--- src/rtl/mult_div_unit.sv ---
// mult_div_unit: iterative MULT/MULTU/DIV/DIVU engine that also owns the HI/LO registers.
// Latency: WIDTH+2 cycles from the start edge to the done pulse (2 cycles for a skipped divide-by-zero).
// Backpressure: none queued; start is honoured only while idle, otherwise dropped (busy tells the caller).
//
// Ports:
//   clock, reset           rising-edge clock, synchronous active-high reset
//   start, op, a, b        launch request, opcode (00 MULT, 01 MULTU, 10 DIV, 11 DIVU), operands
//   hi_wr, lo_wr, wdata    MTHI/MTLO writes, honoured only while idle and not starting
//   busy, done, div_zero   in-progress flag, one-cycle completion pulse, divide-by-zero pulse
//   hi, lo                 architectural HI/LO (product high/low, remainder/quotient)
//
// Optional feature: define MULT_DIV_DIVZERO_EN to short-circuit DIV/DIVU by zero straight to FIX,
// leaving hi/lo untouched and pulsing div_zero with done. Without it div_zero is tied low and a
// divide by zero runs the full iteration count.
module mult_div_unit #(
    parameter int WIDTH = 32
) (
    input  logic             clock,
    input  logic             reset,
    input  logic             start,
    input  logic [1:0]       op,
    input  logic [WIDTH-1:0] a,
    input  logic [WIDTH-1:0] b,
    input  logic             hi_wr,
    input  logic             lo_wr,
    input  logic [WIDTH-1:0] wdata,
    output logic             busy,
    output logic             done,
    output logic [WIDTH-1:0] hi,
    output logic [WIDTH-1:0] lo,
    output logic             div_zero
);

    localparam int CW = $clog2(WIDTH + 1);

    typedef enum logic [1:0] {
        S_IDLE = 2'd0,
        S_RUN  = 2'd1,
        S_FIX  = 2'd2
    } state_t;

    state_t               state_q, state_d;
    logic [CW-1:0]        cnt_q, cnt_d;
    logic [2*WIDTH-1:0]   acc_q, acc_d;     // mult: {partial hi, multiplier}; div: {remainder, quotient}
    logic [WIDTH-1:0]     opnd_q, opnd_d;   // multiplicand or divisor magnitude
    logic                 is_div_q, is_div_d;
    logic                 neg_res_q, neg_res_d;
    logic                 neg_rem_q, neg_rem_d;
    logic [WIDTH-1:0]     hi_q, hi_d;
    logic [WIDTH-1:0]     lo_q, lo_d;
    logic                 done_q, done_d;

    // Operand decode and magnitudes (unsigned ops never count as negative)
    logic                 in_signed, in_div, a_neg, b_neg;
    logic [WIDTH-1:0]     a_mag, b_mag;

    assign in_signed = ~op[0];
    assign in_div    = op[1];
    assign a_neg     = in_signed & a[WIDTH-1];
    assign b_neg     = in_signed & b[WIDTH-1];
    assign a_mag     = a_neg ? (~a + 1'b1) : a;
    assign b_mag     = b_neg ? (~b + 1'b1) : b;

    // One shift-add multiply step: add multiplicand to the upper half when the
    // current multiplier LSB is set, then shift the whole accumulator right.
    logic [WIDTH:0]       mul_sum;
    logic [2*WIDTH-1:0]   mul_next;

    assign mul_sum  = {1'b0, acc_q[2*WIDTH-1:WIDTH]} + (acc_q[0] ? {1'b0, opnd_q} : '0);
    assign mul_next = {mul_sum, acc_q[WIDTH-1:1]};

    // One restoring divide step: shift the next dividend bit into the remainder,
    // trial-subtract the divisor, keep the difference only if it did not go negative.
    // With a zero divisor every trial succeeds, so the quotient fills with ones and the
    // remainder ends up holding the dividend magnitude.
    logic [WIDTH:0]       div_shift, div_diff;
    logic [2*WIDTH-1:0]   div_next;

    assign div_shift = {acc_q[2*WIDTH-1:WIDTH], acc_q[WIDTH-1]};
    assign div_diff  = div_shift - {1'b0, opnd_q};
    assign div_next  = div_diff[WIDTH] ? {div_shift[WIDTH-1:0], acc_q[WIDTH-2:0], 1'b0}
                                       : {div_diff[WIDTH-1:0],  acc_q[WIDTH-2:0], 1'b1};

    // Sign fix-up applied in FIX
    logic [2*WIDTH-1:0]   prod_fix;
    logic [WIDTH-1:0]     quo_raw, rem_raw, quo_fix, rem_fix;

    assign quo_raw  = acc_q[WIDTH-1:0];
    assign rem_raw  = acc_q[2*WIDTH-1:WIDTH];
    assign prod_fix = neg_res_q ? (~acc_q + 1'b1) : acc_q;
    assign quo_fix  = neg_res_q ? (~quo_raw + 1'b1) : quo_raw;
    assign rem_fix  = neg_rem_q ? (~rem_raw + 1'b1) : rem_raw;

`ifdef MULT_DIV_DIVZERO_EN
    logic skip_q, skip_d;
    logic dz_q, dz_d;
`endif

    always_comb begin
        state_d   = state_q;
        cnt_d     = cnt_q;
        acc_d     = acc_q;
        opnd_d    = opnd_q;
        is_div_d  = is_div_q;
        neg_res_d = neg_res_q;
        neg_rem_d = neg_rem_q;
        hi_d      = hi_q;
        lo_d      = lo_q;
        done_d    = 1'b0;
`ifdef MULT_DIV_DIVZERO_EN
        skip_d    = skip_q;
        dz_d      = 1'b0;
`endif
        case (state_q)
            S_IDLE: begin
                if (start) begin
                    // start beats a simultaneous MTHI/MTLO; the write is dropped
                    cnt_d     = CW'(WIDTH);
                    acc_d     = in_div ? {{WIDTH{1'b0}}, a_mag} : {{WIDTH{1'b0}}, b_mag};
                    opnd_d    = in_div ? b_mag : a_mag;
                    is_div_d  = in_div;
                    neg_res_d = a_neg ^ b_neg;
                    neg_rem_d = a_neg;
                    state_d   = S_RUN;
`ifdef MULT_DIV_DIVZERO_EN
                    skip_d    = in_div && (b == '0);
                    if (in_div && (b == '0)) begin
                        state_d = S_FIX;
                    end
`endif
                end else begin
                    if (hi_wr) hi_d = wdata;
                    if (lo_wr) lo_d = wdata;
                end
            end
            S_RUN: begin
                acc_d = is_div_q ? div_next : mul_next;
                cnt_d = cnt_q - CW'(1);
                if (cnt_q == CW'(1)) begin
                    state_d = S_FIX;
                end
            end
            S_FIX: begin
                state_d = S_IDLE;
                done_d  = 1'b1;
`ifdef MULT_DIV_DIVZERO_EN
                if (skip_q) begin
                    dz_d = 1'b1;
                end else
`endif
                if (is_div_q) begin
                    lo_d = quo_fix;
                    hi_d = rem_fix;
                end else begin
                    hi_d = prod_fix[2*WIDTH-1:WIDTH];
                    lo_d = prod_fix[WIDTH-1:0];
                end
            end
            default: state_d = S_IDLE;
        endcase
    end

    always_ff @(posedge clock) begin
        if (reset) begin
            state_q   <= S_IDLE;
            cnt_q     <= '0;
            acc_q     <= '0;
            opnd_q    <= '0;
            is_div_q  <= 1'b0;
            neg_res_q <= 1'b0;
            neg_rem_q <= 1'b0;
            hi_q      <= '0;
            lo_q      <= '0;
            done_q    <= 1'b0;
`ifdef MULT_DIV_DIVZERO_EN
            skip_q    <= 1'b0;
            dz_q      <= 1'b0;
`endif
        end else begin
            state_q   <= state_d;
            cnt_q     <= cnt_d;
            acc_q     <= acc_d;
            opnd_q    <= opnd_d;
            is_div_q  <= is_div_d;
            neg_res_q <= neg_res_d;
            neg_rem_q <= neg_rem_d;
            hi_q      <= hi_d;
            lo_q      <= lo_d;
            done_q    <= done_d;
`ifdef MULT_DIV_DIVZERO_EN
            skip_q    <= skip_d;
            dz_q      <= dz_d;
`endif
        end
    end

    assign busy = (state_q == S_RUN) || (state_q == S_FIX);
    assign done = done_q;
    assign hi   = hi_q;
    assign lo   = lo_q;
`ifdef MULT_DIV_DIVZERO_EN
    assign div_zero = dz_q;
`else
    assign div_zero = 1'b0;
`endif

endmodule

--- config.mk ---
export PLATFORM = sky130hd
export DESIGN_NAME = mult_div_unit
export DESIGN_NICKNAME = d
export VERILOG_FILES = /design/src/rtl/mult_div_unit.sv
export SDC_FILE = /design/constraint.sdc
export NUM_CORES = 1
export LEC_CHECK = 0
export ABC_AREA = 1
export CAP_MARGIN = 20
export CORE_ASPECT_RATIO = 0.5
export CORE_UTILIZATION = 30
export DETAILED_ROUTE_END_ITERATION = 6
export GPL_ROUTABILITY_DRIVEN = 0
export PLACE_DENSITY = 0.59
export SETUP_SLACK_MARGIN = 0.15
export SLEW_MARGIN = 20
export SYNTH_ARGS = -nofsm -noshare
export SYNTH_HDL_FRONTEND = slang
export SYNTH_SLANG_ARGS = --single-unit
--- constraint.sdc ---
create_clock -name clock -period 2.4 [get_ports clock]
set_input_delay 0.48 -clock clock [delete_from_list [all_inputs] [get_ports clock]]
set_output_delay 0.48 -clock clock [all_outputs]
set_load 0.05 [all_outputs]
# After elaboration in Yosys (flattened, before gate mapping)
# Cells that the tools add are included.
# totals
ff_bits	172
latchBits	0
mem_bits_rw	0
mem_bits_ro	0
in_bits	103
out_inout_bits	67
wordCells	70
memories	0
# op_classes
addsub	8
n_mul	0
n_div	0
n_lt_le_gt_ge	0
eq_ne	8
shift	0
n_mux	26
bitwise_logic	9
reduce_logical	9
# ops
op	n
two-way mux 32 bit	13
two-way mux 64 bit	4
adder 32 x 1 -> 32 bit (second input constant)	4
inverter 32 bit	4
one-hot mux 32 bit (2 select lines)	2
one-hot mux 64 bit (2 select lines)	1
adder 64 x 1 -> 64 bit (second input constant)	1
inverter 64 bit	1
adder 32 x 32 -> 33 bit	1
subtractor 33 x 32 -> 33 bit	1
one-hot mux 6 bit (2 select lines)	1
!= test 2 bit (second input constant)	5
== test 6 x 1 -> 1 bit (second input constant)	1
two-way mux 6 bit	1
AND reduction 2 bit	3
AND reduction 3 bit	2
subtractor 6 x 1 -> 6 bit (second input constant)	1
two-way mux 2 bit	2
one-hot mux 2 bit (2 select lines)	1
nonzero test 2 bit	2
bitwise AND 1 bit	2
== test 2 x 1 -> 1 bit (second input constant)	1
== test 2 bit (second input constant)	1
zero test 2 bit	1
other kinds (4)	4

# Longest topological paths before layout
# logic_depth
depth_word	6
depth_mapped	22
ltp_nobuf	20

# Worst setup path after synthesis
# Ideal clock, no wire load.
# synth_timing
path_kind	register to register
start	register acc_q[0]
end	register acc_q[61]
setup_ps	131
arrival_ps	2410
setup_slack_ps	-140
stages_incl_launch_ff	22
synth_period_minus_slack_ps	2540
path_cell_list	dfxtp_1 buf_6 clkbuf_1 nand2_1 inv_1 ha_1 inv_1 fa_1 inv_1 nand3_1 nand3_1 nand2_1 nand2_1 nand2_1 nand2_1 nand2_1 nand3_1 nand3_1 nand2_1 inv_1 nand2_1 a21oi_2
# synth_via
elab_chain_len	4
# synth_lines
element	line_no	source
start: declaration	44	logic [2*WIDTH-1:0] acc_q, acc_d;
start signal: assignment	167	acc_q <= '0;
start signal: assignment	182	acc_q <= acc_d;
two-way mux 32 bit	69	assign mul_sum = {1'b0, acc_q[2*WIDTH-1:WIDTH]} + (acc_q[0] ? {1'b0, opnd_q} : '0);
adder 32 x 32 -> 33 bit	69	
two-way mux 64 bit	137	acc_d = is_div_q ? div_next : mul_next;
one-hot mux 64 bit (2 select lines)	114	case (state_q)
# No other way between the ends.
# A chain may end at the register's enable or synchronous reset.

# Worst setup path in the final report
# layout_timing
start	register acc_q[31]
end	register acc_q[0]
# layout_via
elab_chain_len	4
# layout_lines
element	line_no	source
subtractor 33 x 32 -> 33 bit	80	assign div_diff = div_shift - {1'b0, opnd_q};
two-way mux 64 bit	81	assign div_next = div_diff[WIDTH] ? {div_shift[WIDTH-1:0], acc_q[WIDTH-2:0], 1'b0}
two-way mux 64 bit	137	
one-hot mux 64 bit (2 select lines)	114	
# No other way between the ends.

==> results.yml <==
outcome:
  status: "finished with violations"
  violations: "negative setup slack"
routing:
  drtPass1Iterations: 6
  drtIter0Drc: 3263
  drtAntennaViolNets: 0
  wl_um: 88700
  drc: 0
  num_vias: 24600
  vias_per_cell: 5.24
  wl_per_cell_um: 18.9
synth:
  netlist.area_leader.share_pct: 20.6
  synth_area_um2: 18200
  synthMostInstantiatedCell: "nand2_1"
  ys_ff_latch: 172
  yosys_warnings: 0
  synthTopCellsByCount: "997 x nand2_1, 500 x inv_1, 313 x nand3_1"
  syn-num-nets: 3513
  syn_area_per_cell_um2: 5.46
  synth_area_leaders: "nand2_1 21%, dfxtp_1 19%, inv_1 10%"
  synth_edf_count: 0
  synthArstFlopShare_pct: 0
  seq_area_frac_synth_pct: 18.9
  synth_top_cell_by_area: "nand2_1"
  yosys_most_used_dff: "dfxtp_1"
  synth_cell_types: 50
  syn_inst: 3335
worst_hold_path:
  hold-path-endpoint: "opnd_q[0]"
  hp-start: "a[0]"
  hold_class: "in -> reg"
  worstHoldPathCells: 4
floorplanning:
  fp.coreArea_um2: 59600
  die_w_um: 350
  dieArea_um2: 61700
  placementRows: 63
  io_pins: 170
  die_h_um: 176
  start_util_pct: 30.6
sta:
  finalCritPeriodShare_pct: 104
  setup_viol: 19
  hold_viol: 0
  worst_slack_ps: -107
  drv_slew: 0
  min_period_ps: 2510
  worst_pin_slew_ps: 780
  finClkSkew_ps: 15.2
  fmax_mhz: 399
  rsz0062_at_grt: "yes"
  relSlewSlack_pct: 48.0
cells_and_area:
  num-nets-final: 4052
  antenna_cells: 0
  layout-drive-gt1-share_pct: 24.3
  syn2layout_area_growth_pct: 46.3
global_routing:
  grt_overflow: 0
  grt_max_degree: 79
  grt_pass1_vias: 21600
  antenna_found_initial: 4
  grt_pass1_wl_um: 129000
  grt_usage_pct: 27.3
worst_setup_path:
  crit_buf_inv: 5
  rr_worst_depth: 18
  reg2reg_to: "acc_q[0]"
  critical-path-slowest-cell: "dfxtp_2"
  rrSetupSlack_ps: -110
  cp-start-kind: "register"
  critical_path_arrival_ps: 2820
  cp-end-kind: "register"
  path_delay_family: "simple AND/OR/NAND/NOR gates"
  crit_chain: "inv_2 > ha_4 > fa_2 > inv_2 > nand2_2 > nand2_2 > nand3_2 > nand2_2 > nand2_2 > nand2_2 > nand2_4 > nand3_4 > nand2_4 > buf_12 > buf_6 > buf_12 > o21ai_4 > a31oi_4"
  slowest_delay_ps: 350
  path_common_cell: "nand2_2"
  reg2reg_from: "acc_q[31]"
  worstSetupPathDepth: 18
  critPathMaxFanout: 6
  worstPathRequired_ps: 2720
  setup.worst_path.class: "reg -> reg"
placement:
  io_buffers: 168
  dp_hpwl_um: 70900
  dpl_worst_slack_ps: -342
clock_tree:
  cts-root-buf: "clkbuf_16"
  cts_hold_buf: 0
  clkLatencyLatePin_ps: 470
  clk_pin_slew_ps: 80
  cts.sinks: 172
  htreeDepth: 4
  cts_buffer_depth: 2
  cts_buffers: 17
  cts_tree: "yes"
power_and_ir_drop:
  clkPwrFrac_pct: 21.5
  p_leak_uw: 0.0131
  finalPower_uw: 14100
  internal_power_uw: 7530
  p_per_area_nw_per_um2: 531
  power.share.combinational_pct: 53.6
  peakVddDrop_uv: 499
  p_sw_share_pct: 46.7
  switchingPower_uw: 6610
  seqPwrFrac_pct: 24.9
job:
  drv_cap: 0
## area by class of cell
| class | count | area (um^2) |
|---|---|---|
| Clock buffer | 18 | 439 |
| Clock inverter | 14 | 173 |
| Fill cell | 6163 | 33000 |
| Inverter | 511 | 1930 |
| Multi-Input combinational cell | 2525 | 14000 |
| Sequential cell | 172 | 3510 |
| Tap cell | 812 | 1020 |
| Timing Repair Buffer | 647 | 5520 |
## layer usage
metal | wire [um] | GRT usage [%] | vias up
met2 | 36600 | 39.5 | 1319
met1 | 39500 | 40.6 | 11300
met4 | 2620 | 7.99 | 2
li1 | - | - | 11800
met5 | 7 | 0 | -
met3 | 9900 | 4.69 | 161
## worst min-delay path, delay by kind of cell
kind / cells / cell delay, ps
compound gates: 1 / 60
buf+inv: 2 / 310
simple gates: 1 / 50
## worst max path at each step
stage | slack (ps) | startpoint | to
2_1_floorplan | 140 | acc_q[0] | acc_q[61]
3_3_place_gp | -330 | b[9] | acc_q[28]
3_5_place_dp | -340 | a[0] | acc_q[18]
4_1_cts | -80 | opnd_q[0] | acc_q[49]
5_1_grt | -170 | acc_q[31] | acc_q[0]
6_report | -110 | acc_q[31] | acc_q[0]
## power groups by stage
stage	logic (uW)	clock network, uW	registers [uW]
after floorplan	3530	0	3790
after detailed placement	6600	0	3530
after CTS	6900	3040	3480
after global placement	6580	0	3530
after global routing	8130	3160	3540
final	7580	3040	3520
## layout by cell type, fill, tap and decap left out, drive strengths merged, types with 73 or more instances in the layout
cell and instances:
nand2 1013, inv 511, nor2 307, dfxtp 172, nand3 315, o21ai 244
ha 73, clkdlybuf4s50 162, a21oi 298, buf 481
## stage by stage
stage               TNS, ps  hold WS (ps)  cell area, um^2  cells  utilization (%)
floorplan                 0           456            18200   3335                -
global placement     -10300           473            23800   4625             40.0
detailed placement   -11650           482            23800   4625             40.0
CTS                    -577           494            25000   4676             42.0
global route          -3690           500            26600   4699             44.7
finish                 -712           482            26600   4699             44.7
## registers in the layout, summed over array words and instances, names as in the netlist
register and flops:
done 1, state_q 2, is_div_q 1, neg_rem_q 1, hi 32, neg_res_q 1
acc_q 64, lo 32, opnd_q 32, cnt_q 6
## repair_timing
item | in CTS | in global routing
gates resized for setup | 107 | 365
setup endpoints to repair | 46 | 99
buffers inserted | 19 | 23
pin swaps | 19 | 93
cloned | 0 | 0
## logic make-up (layout without fill, tap and decap cells)
group | count (synthesis) | in the layout | share of synthesized area [%]
AND/OR/NAND/NOR | 1742 | 1742 | 40.1
buffers and inverters | 638 | 1190 | 13.5
AO/OA/AOI/OAI | 636 | 636 | 18.8
flip-flops | 172 | 172 | 18.9
adder cells (fa/ha/maj) | 75 | 75 | 5.24
XOR/XNOR | 71 | 71 | 3.42
other | 1 | 1 | 0.0206
Note: power is estimated with default switching activity, not from simulation.
